<file path="src/rtl/mux_pkg.sv">
// Shared sizing helpers for the arbitrated multiplexer family.
package mux_pkg;

   localparam int MAX_CH = 16;

   // Channel-index width; a one-channel mux still carries a 1-bit index.
   function automatic int sel_width(input int n);
      return (n > 1) ? $clog2(n) : 1;
   endfunction

endpackage

</file>
<file path="src/rtl/arb_mux_rr_arbiter.sv">
// Combinational round-robin picker: first requester strictly after last_grant, wrapping.
// No state; the owner of last_grant decides when a grant is consumed.
module rr_arbiter
   import mux_pkg::*;
#(
   parameter int N     = 4,
   parameter int SEL_W = sel_width(N)
) (
   input  logic [N-1:0]     req,
   input  logic [SEL_W-1:0] last_grant,
   output logic [N-1:0]     grant,
   output logic [SEL_W-1:0] grant_idx,
   output logic             any
);

   always_comb begin
      int lg;
      lg        = 0;
      grant     = '0;
      grant_idx = '0;
      any       = 1'b0;
      lg        = int'(last_grant);
      // Offset N lands back on last_grant itself, so it only wins when it is the sole requester.
      for (int off = 1; off <= N; off++) begin
         for (int i = 0; i < N; i++) begin
            if (!any && (i == ((lg + off) % N)) && req[i]) begin
               any       = 1'b1;
               grant[i]  = 1'b1;
               grant_idx = SEL_W'(i);
            end
         end
      end
   end

endmodule

</file>
<file path="src/rtl/arb_mux.sv">
// N-way round-robin mux into a single output register; 1-cycle latency, one word/cycle.
// Backpressure: a held output word blocks every channel until it drains (same-cycle refill allowed).
module arb_mux
   import mux_pkg::*;
#(
   parameter int  WIDTH = 32,
   parameter int  N     = 4,
   localparam int SEL_W = sel_width(N)
) (
   input  logic                    clk,
   input  logic                    rst_n,
   input  logic [N-1:0]            in_valid,
   input  logic [N-1:0][WIDTH-1:0] in_data,
   output logic [N-1:0]            in_ready,
   output logic                    out_valid,
   output logic [WIDTH-1:0]        out_data,
   output logic [SEL_W-1:0]        out_sel,
   input  logic                    out_ready
);

   logic             out_valid_q, out_valid_d;
   logic [WIDTH-1:0] out_data_q, out_data_d;
   logic [SEL_W-1:0] out_sel_q, out_sel_d;
   logic [SEL_W-1:0] last_grant_q, last_grant_d;

   logic [N-1:0]     grant;
   logic [SEL_W-1:0] grant_idx;
   logic             grant_any;
   logic             slot_free;
   logic             in_xfer;
   logic             out_xfer;
   logic [WIDTH-1:0] win_data;

   rr_arbiter #(
      .N     (N),
      .SEL_W (SEL_W)
   ) u_arb (
      .req        (in_valid),
      .last_grant (last_grant_q),
      .grant      (grant),
      .grant_idx  (grant_idx),
      .any        (grant_any)
   );

   assign slot_free = ~out_valid_q | out_ready;
   assign in_ready  = (rst_n && slot_free) ? grant : '0;
   assign in_xfer   = rst_n & slot_free & grant_any;
   assign out_xfer  = out_valid_q & out_ready;

   // One-hot AND-OR select keeps the payload path free of index-width corner cases.
   always_comb begin
      win_data = '0;
      for (int i = 0; i < N; i++) begin
         if (grant[i]) begin
            win_data = win_data | in_data[i];
         end
      end
   end

   always_comb begin
      out_valid_d  = out_valid_q;
      out_data_d   = out_data_q;
      out_sel_d    = out_sel_q;
      last_grant_d = last_grant_q;
      if (in_xfer) begin
         out_valid_d  = 1'b1;
         out_data_d   = win_data;
         out_sel_d    = grant_idx;
         last_grant_d = grant_idx;
      end else if (out_xfer) begin
         out_valid_d  = 1'b0;
      end
   end

   // last_grant resets to N-1 so channel 0 is first in line.
   always_ff @(posedge clk) begin
      if (!rst_n) begin
         out_valid_q  <= 1'b0;
         out_data_q   <= '0;
         out_sel_q    <= '0;
         last_grant_q <= SEL_W'(N - 1);
      end else begin
         out_valid_q  <= out_valid_d;
         out_data_q   <= out_data_d;
         out_sel_q    <= out_sel_d;
         last_grant_q <= last_grant_d;
      end
   end

   assign out_valid = out_valid_q;
   assign out_data  = out_data_q;
   assign out_sel   = out_sel_q;

endmodule

</file>
<file path="config.mk">
export PLATFORM = sky130hd
export DESIGN_NAME = arb_mux
export DESIGN_NICKNAME = d
export VERILOG_FILES = /design/src/rtl/mux_pkg.sv /design/src/rtl/arb_mux_rr_arbiter.sv /design/src/rtl/arb_mux.sv
export SDC_FILE = /design/constraint.sdc
export NUM_CORES = 1
export LEC_CHECK = 0
export CAP_MARGIN = 20
export CORE_MARGIN = 2
export CORE_UTILIZATION = 35
export DETAILED_ROUTE_END_ITERATION = 10
export PLACE_DENSITY = 0.8
export SYNTH_ARGS = -nofsm -noshare
export SYNTH_HDL_FRONTEND = slang
export SYNTH_HIERARCHICAL = 1
export SYNTH_SLANG_ARGS = --single-unit
</file>
<file path="constraint.sdc">
create_clock -name clk -period 2.36 [get_ports clk]
set_input_delay 0.472 -clock clk [delete_from_list [all_inputs] [get_ports clk]]
set_output_delay 0.472 -clock clk [all_outputs]
set_load 0.1 [all_outputs]
</file>
* Word-level counts from Yosys, hierarchy flattened
Index checks and enable logic that the tools add are counted.
Operators by class: mux-type cells 53, bitwise gates (word level) 12, reductions and logical operators 56, add/subtract/negate cells 4, equality and inequality tests 12
Operators by type and width (count):
- 32-bit logical NOT | 4
- 32-bit two-way mux | 4
- 32-bit OR | 3
- 1-bit two-way mux | 34
- 1-bit logical AND | 32
- 2-bit two-way mux | 14
- 3-bit equality test (first input constant) | 8
- 1-bit logical NOT | 15
- 2-bit by 3-bit equality test with 1-bit output (first input constant) | 4
- 2-bit OR reduction | 4
- 2-bit by 1-bit adder with 2-bit output (second input constant) | 2
- 2-bit adder (second input constant) | 2
- 1-bit AND (first input constant) | 4
- 4-bit two-way mux | 1
- 1-bit AND | 3
- 2-bit nonzero test | 1
- 1-bit inverter | 1
- 1-bit OR | 1
Storage, ports and cells: flip-flop bits (word level) 37, output and inout bits 39, input bits 135, word-level logic and storage cells 141

* Longest topological paths before layout
Gate-level depths: netlist (run 1).
depth in word-level cells 68, mapped depth 8, depth with buffers taken out 6

* By module
The synthesis (run 1) kept the hierarchy.
Modules (own cells, without submodules):
- arb_mux | area an instance 2322.2 um^2, cells an instance 218, seq. area each 740.7 um^2, instances 1
- rr_arbiter | area an instance 195.2 um^2, cells an instance 31, seq. area each 0.0 um^2, instances 1

* Least setup slack after synthesis (run 1)
Ideal clock, no wire load.
path type input-to-output, from input in_valid[3], to output in_ready[3], data required time 1888 ps, path slack -24 ps, cell stages on the path 6, arrival time 1912 ps, buffers on the path 3, cell sequence buf_2 -> inv_1 -> o32ai_1 -> buf_4 -> clkbuf_1 -> and3_2
Between the ends: word-level cells in the longest chain between the ends 51, elaborated cells on any way between the ends 54, those cells by class 17 x mux; 37 x reduce/logical
Ends and longest elaborated chain:
- from (decl) | RTL line arb_mux.sv:12 | input logic [N-1:0] in_valid,
- 1-bit logical AND | RTL line arb_mux_rr_arbiter.sv:26 | if (!any && (i == ((lg + off) % N)) && req[i]) begin
- 1-bit two-way mux | RTL line arb_mux_rr_arbiter.sv:26
- 1-bit logical NOT | RTL line arb_mux_rr_arbiter.sv:26
- 1-bit logical AND (2 in a row) | RTL line arb_mux_rr_arbiter.sv:26
- 1-bit two-way mux | RTL line arb_mux_rr_arbiter.sv:26
- 1-bit logical NOT | RTL line arb_mux_rr_arbiter.sv:26
- 1-bit logical AND (2 in a row) | RTL line arb_mux_rr_arbiter.sv:26
- 1-bit two-way mux | RTL line arb_mux_rr_arbiter.sv:26
- [32 not listed]
- 1-bit logical NOT | RTL line arb_mux_rr_arbiter.sv:26
- 1-bit logical AND (2 in a row) | RTL line arb_mux_rr_arbiter.sv:26
- 1-bit two-way mux | RTL line arb_mux_rr_arbiter.sv:26
- 1-bit logical NOT | RTL line arb_mux_rr_arbiter.sv:26
- 1-bit logical AND (2 in a row) | RTL line arb_mux_rr_arbiter.sv:26
- 1-bit two-way mux * | RTL line arb_mux_rr_arbiter.sv:26
- via grant[3] | RTL line arb_mux.sv:26 | logic [N-1:0] grant;
- 4-bit two-way mux * | RTL line arb_mux.sv:46 | assign in_ready = (rst_n && slot_free) ? grant : '0;
- to (decl) | RTL line arb_mux.sv:14 | output logic [N-1:0] in_ready,
The timed path passes the listed nets; every way through them passes the cells marked *.

* Final worst setup path (run 1)
from input in_valid[2], to output in_ready[0]
Between the ends: word-level cells in the longest chain between the ends 43, elaborated cells on any way between the ends 45, those cells by class 14 x mux; 31 x reduce/logical
Ends and longest elaborated chain (RTL line):
- 1-bit logical AND | arb_mux_rr_arbiter.sv:26
- 1-bit two-way mux | arb_mux_rr_arbiter.sv:26
- 1-bit logical NOT | arb_mux_rr_arbiter.sv:26
- 1-bit logical AND (2 in a row) | arb_mux_rr_arbiter.sv:26
- 1-bit two-way mux | arb_mux_rr_arbiter.sv:26
- 1-bit logical NOT | arb_mux_rr_arbiter.sv:26
- 1-bit logical AND (2 in a row) | arb_mux_rr_arbiter.sv:26
- 1-bit two-way mux | arb_mux_rr_arbiter.sv:26
- [24 not listed]
- 1-bit logical NOT | arb_mux_rr_arbiter.sv:26
- 1-bit logical AND (2 in a row) | arb_mux_rr_arbiter.sv:26
- 1-bit two-way mux | arb_mux_rr_arbiter.sv:26
- 1-bit logical NOT | arb_mux_rr_arbiter.sv:26
- 1-bit logical AND (2 in a row) | arb_mux_rr_arbiter.sv:26
- 1-bit two-way mux * | arb_mux_rr_arbiter.sv:26
- via grant[0] | arb_mux.sv:26
- 4-bit two-way mux * | arb_mux.sv:46
Marked as above.

==> impl_metrics.json, run 1 <==
{
  "status": "finished, final reports clean",
  "crit_required_ns": 1.89,
  "multi_input_area_um2": 1540,
  "slew_viol_final": 0,
  "power.switching_w": 0.001012,
  "cp-end-kind": "output pin",
  "clk_pin_slew_worst_paths_ns": 0.07,
  "vias_per_cell": 5.482,
  "whs_path_depth": 2,
  "crit_slowest_cell": "clkdlybuf4s50_1",
  "register_area_um2": 740.7,
  "track_usage_pct": 21.19,
  "worstMarginPinSlew_ns": 0.5436,
  "fin_hold_ws_ns": 0.4586,
  "yosysWarnings": 6,
  "gp_congestion": 0.8149,
  "period_needed_ns": 2.289,
  "cp_cell_sequence": "clkdlybuf4s50_1 > nand2b_1 > a221oi_4 > and3_2 > buf_12",
  "worstSetupPathType": "in -> out",
  "synthArstFlopShare_pct": 0,
  "core_um2": 6869,
  "grt_max_degree": 34,
  "power_frac_seq_pct": 30.5,
  "antenna_found_initial": 0,
  "min-delay-start": "out_data[15]",
  "hpwl_mm": 6.778,
  "drive_gt1_share_pct": 32.70,
  "synth_most_common_cell": "a22oi_1",
  "crit_fanout": 3,
  "postCtsHoldBufs": 0,
  "wirelength_mm": 8.928,
  "synth-seq-cells": 37,
  "drt-pass1-iter-count": 4,
  "fin_skew_ns": 0.006131,
  "fin_crit_sh_pct": 97.01,
  "powerDensity_nw_per_um2": 541.7,
  "worstSetupStartpointType": "primary input",
  "postSynthAreaPerCell_um2": 10.11,
  "p_leak_nw": 1.597,
  "initial_core_util_pct": 36.65,
  "clk_path_buf_depth": 2,
  "htreeDepth": 2,
  "synthTopCellsByArea": "dfxtp_1 29%, a22oi_1 18%, a311oi_2 17%",
  "clk_latency_ns": 0.28,
  "diodes": 0,
  "grt-ovfl-total": 0,
  "setup_viol": 0,
  "utilization_pct": 63.99,
  "min_path_type": "reg -> reg",
  "pwr-share-comb_pct": 51.6,
  "cts_tree": "yes",
  "detail_route.wl_per_cell_um": 17.34,
  "synth_top_cell_area_share_pct": 29.42,
  "layout-area-overhead-vs-synth_pct": 74.60,
  "synth_edf_count": 0,
  "drc": 0,
  "numCtsBuffers": 5,
  "r2r_slack_ns": 0.36,
  "rows": 30,
  "grt_first_pass_wirelength_mm": 12.97,
  "grt_pass1_vias": 2752,
  "min_to": "out_data[15]",
  "fillers": 578,
  "cts.sinks": 37,
  "drt_iter0_drc": 103,
  "die_y_um": 88.81,
  "r2r_start": "last_grant_q[1]",
  "hold_viol": 0,
  "postRouteAntennaNets": 0,
  "synthCells": 249,
  "syn-cell-area_um2": 2517,
  "vias": 2823,
  "nNetsFinal": 553,
  "r2r_end": "out_data[28]",
  "seq_area_frac_synth_pct": 29.42,
  "yosys-top-cells-count": "62 x a22oi_1, 37 x dfxtp_1, 29 x a21oi_2",
  "die_w_um": 88.81,
  "ios": 174,
  "max_slew_margin_pct": 63.76,
  "rsz0062_at_grt": "no",
  "power_frac_clock_pct": 17.8,
  "dieArea_um2": 7887,
  "p_int_w": 0.001369,
  "cpPeakStageDelay_ns": 0.46,
  "cts-root-buf": "clkbuf_8",
  "yosysTopAreaCell": "dfxtp_1",
  "fmax_mhz": 436.8,
  "worstPathArrival_ns": 1.82,
  "ys.flop_type": "dfxtp_1",
  "synth_nets": 384,
  "timing.max_cap.violations": 0,
  "reg2reg_depth": 5,
  "switching_share_pct": 42.49,
  "io_buffers": 173,
  "peakVddDrop_mv": 0.2235,
  "synth_cell_types": 37
}
per-layer routing:
layer / track usage (%) / vias up / wire, µm
met4: 6.612 / 0 / 90
met5: 0 / - / 0
met3: 3.918 / 8 / 688
li1: - / 1343 / -
met2: 39.42 / 124 / 4618
met1: 24.31 / 1348 / 3531
sequential cells by signal (all words and copies together) (netlist names):
name and flops:
out_sel 2, out_data 32, last_grant_q 2, out_valid 1
stage by stage:
stage | setup WS (ns) | total power (W) | setup TNS [ns] | instances | instance area, µm²
6_report | 0.07055 | 0.002381 | 0 | 515 | 4395
5_1_grt | 0.01198 | 0.002481 | 0 | 515 | 4395
4_1_cts | 0.004569 | 0.002400 | 0 | 514 | 4380
3_5_place_dp | -0.08609 | 0.001971 | -1.050 | 506 | 4300
3_3_place_gp | -0.05409 | 0.001955 | -0.07977 | 506 | 4300
2_1_floorplan | 0.06038 | 0.001542 | 0 | 249 | 2521
cell type report:
class                           instances  area share (%)
Multi-Input combinational cell        175           35.04
Sequential cell                        37           16.85
Inverter                                4          0.3416
Clock buffer                            8           1.822
Tap cell                               96           2.733
Timing Repair Buffer                  195           43.21
cells in the final DEF, fill, tap and decap left out, drive strengths merged:
cell / synthesis / layout
a211oi: 1 / 1
a21oi: 36 / 36
a221oi: 2 / 2
a22o: 1 / 1
a22oi: 62 / 62
a311oi: 31 / 31
and2: 1 / 1
and2b: 3 / 3
and3: 4 / 4
buf: 24 / 61
clkbuf: 9 / 8
clkdlybuf4s50: 0 / 131
clkinv: 1 / 1
dfxtp: 37 / 37
dlygate4sd2: 0 / 2
dlymetal6s2s: 0 / 1
inv: 3 / 3
mux2i: 1 / 1
nand2: 6 / 6
nand2b: 3 / 3
nand3: 4 / 4
nor2: 9 / 9
o211a: 1 / 1
o21ai: 6 / 6
o221ai: 1 / 1
o22ai: 1 / 1
o31a: 1 / 1
o32ai: 1 / 1
power by group through the flow:
stage | combinational (W) | clock [W] | sequential (W)
6_report | 0.00123 | 0.000424 | 0.000727
5_1_grt | 0.00128 | 0.000464 | 0.000734
4_1_cts | 0.00123 | 0.000441 | 0.000728
3_5_place_dp | 0.00123 | 0 | 0.000742
3_3_place_gp | 0.00122 | 0 | 0.000738
2_1_floorplan | 0.000418 | 0 | 0.00112
worst max-delay path: cells and delay by family:
kind	cells	cell delay [ns]
AO/OA/AOI/OAI	1	0.24
AND/OR/NAND/NOR	2	0.46
buffers and inverters	2	0.64
cells by family after synthesis:
logic type	synth area share, %
buf+inv	11.33
simple gates	6.660
compound gates	52.19
flops	29.42
mux	0.3976
what timing repair did:
item / 4_1_cts / 5_1_grt
setup endpoints to repair: 4 / 3
cloned: 0 / 0
resized for setup: 4 / 2
setup buffers: 0 / 1
pin swaps: 1 / 1
how the worst max path moves through the flow:
stage                     from           to  slack (ns)
5_1_grt        last_grant_q[1]  in_ready[0]        0.01
3_5_place_dp       in_valid[3]  in_ready[3]       -0.09
6_report           in_valid[2]  in_ready[0]        0.07
2_1_floorplan        out_valid  in_ready[0]        0.06
3_3_place_gp       in_valid[3]  in_ready[3]       -0.05
4_1_cts            in_valid[0]  in_ready[1]       0.005
Power figures use the tool's default switching activity.
==> inputs of run 2 (changes only) <==
--- a/config.mk
+++ b/config.mk
@@ -7,10 +7,11 @@
 export LEC_CHECK = 0
 export CAP_MARGIN = 20
 export CORE_MARGIN = 2
-export CORE_UTILIZATION = 35
+export CORE_UTILIZATION = 36
 export DETAILED_ROUTE_END_ITERATION = 10
-export PLACE_DENSITY = 0.8
+export PLACE_DENSITY = 0.82
 export SYNTH_ARGS = -nofsm -noshare
 export SYNTH_HDL_FRONTEND = slang
 export SYNTH_HIERARCHICAL = 1
 export SYNTH_SLANG_ARGS = --single-unit
+export TNS_END_PERCENT = 20
==> impl_metrics.json, run 2 (same netlist as run 1, synthesis figures left out) <==
{
  "drive_gt1_share_pct": 33.41,
  "diodes": 0,
  "numCtsBuffers": 5,
  "fin_skew_ns": 0.006434,
  "tns_ns": 0,
  "drc": 0,
  "layout_common_cells": "130 x clkdlybuf4s50_1, 62 x a22oi_1, 50 x buf_4, 36 x dfxtp_1, 29 x a21oi_2",
  "crit_slowest_cell": "dlygate4sd2_1",
  "setup_ws_ns": 0.1178,
  "ios": 174,
  "antenna_found_initial": 0,
  "rsz0062_at_grt": "no",
  "die_w_um": 87.63,
  "largest_register_ff_count": 32,
  "preCtsSetupSlack_ns": -0.1173,
  "grt-ovfl-total": 0,
  "period_needed_ns": 2.242,
  "die_y_um": 87.63,
  "postCtsHoldBufs": 0,
  "slew_viol_final": 0,
  "cts-root-buf": "clkbuf_8",
  "peakVddDrop_mv": 0.2881,
  "worstSetupPathType": "in -> out",
  "wirelength_mm": 8.646,
  "grt_max_degree": 34,
  "r2r_slack_ns": 0.52,
  "drt_iter0_drc": 108,
  "fin_crit_sh_pct": 95.01,
  "critPathBufInv": 3,
  "max_slew_margin_pct": 65.79,
  "clk_path_buf_depth": 2,
  "detail_route.wl_per_cell_um": 16.89,
  "initial_core_util_pct": 37.05,
  "cts_tree": "yes",
  "setup_viol": 0,
  "htreeDepth": 2,
  "min_path_type": "reg -> reg",
  "powerDensity_nw_per_um2": 552.0,
  "final_common_cell": "clkdlybuf4s50_1",
  "hpwl_mm": 6.798,
  "p_leak_nw": 1.604,
  "rows": 30,
  "io_buffers": 173,
  "grt_first_pass_wirelength_mm": 13.06,
  "vias": 2763,
  "cp-end-kind": "output pin",
  "hold_viol": 0,
  "status": "finished, final reports clean",
  "clk_latency_ns": 0.28,
  "core_um2": 6794,
  "grt_pass1_vias": 2803,
  "dieArea_um2": 7678,
  "drt-pass1-iter-count": 5,
  "vias_per_cell": 5.396,
  "worstPathArrival_ns": 1.77,
  "layout-area-overhead-vs-synth_pct": 75.00,
  "worstSetupStartpointType": "primary input",
  "worstMarginPinSlew_ns": 0.5132,
  "nNetsFinal": 550,
  "cp_cell_sequence": "dlygate4sd2_1 > inv_1 > o32ai_4 > and3_4 > buf_12",
  "postRouteAntennaNets": 0,
  "clk_pin_slew_worst_paths_ns": 0.07,
  "gp_congestion": 0.8065,
  "cpPeakStageDelay_ns": 0.38,
  "cpLargestDelayFamily": "buffers and inverters",
  "power_w": 0.002432,
  "cts_setup_buffers": 0,
  "dpl.cell_count": 504,
  "crit_fanout": 9,
  "crit_required_ns": 1.89,
  "timing.max_cap.violations": 0,
  "fmax_mhz": 446.0,
  "fin_cells": 512,
  "track_usage_pct": 21.59,
  "fin_hold_ws_ns": 0.4735,
  "cts.sinks": 37
}
==> run 2: cell count changes in the layout (fill, tap and decap cells not counted), sizes merged <==
cell           before  now
buf                61   58
clkbuf              8    7
clkdlybuf4s50     131  130
clkinv              1    2
dlygate4sd2         2    3
==> run 2: repair_timing <==
item | 4_1_cts | 5_1_grt
gates resized for setup | 4 | 5
setup endpoints to repair | 3 | 3
pin swaps | 0 | 3
==> run 2: cell type report <==
class,instances,area [µm²]
clock buffer,7,96.34
clock inverter,1,5.005
fill,564,2389
inverter,4,15.01
multi-input combinational,175,1551
sequential,37,742.0
tap,96,120.1
timing repair buffer,192,1876
==> run 2: final timing paths <==
kind / start / end / depth (start not counted)
setup / recovery: in_valid[3] / in_ready[3] / 5
hold / removal: out_data[15] / out_data[15] / 2
setup reg to reg: last_grant_q[0] / out_data[23] / 6
hold reg to reg: out_data[15] / out_data[15] / 2
==> run 2: worst min-delay path: stages, from the launching register on <==
cell	delay, ns
dfxtp_1	0.32
nand2_1	0.06
mux2i_1	0.06
==> run 2: per-layer routing <==
| layer | vias up | share of wire (%) | track usage (%) |
|---|---|---|---|
| met3 | 12 | 8.7 | 6.126 |
| met5 | - | 0 | 0 |
| met4 | 0 | 1.6 | 6.573 |
| li1 | 1335 | - | - |
| met2 | 141 | 52 | 41.39 |
| met1 | 1275 | 38 | 22.57 |
==> run 2: where the power goes <==
group          internal, W  switching (W)
Combinational     0.000473       0.000752
Clock             0.000264       0.000216
Sequential        0.000683      0.0000433
Total              0.00142        0.00101
==> run 2: per-stage QoR <==
stage	area [µm²]	utilization, %
3_5_place_dp	4285	63.08
6_report	4405	64.84
4_1_cts	4385	64.55
5_1_grt	4405	64.84
2_1_floorplan	2521	-
3_3_place_gp	4285	63.08
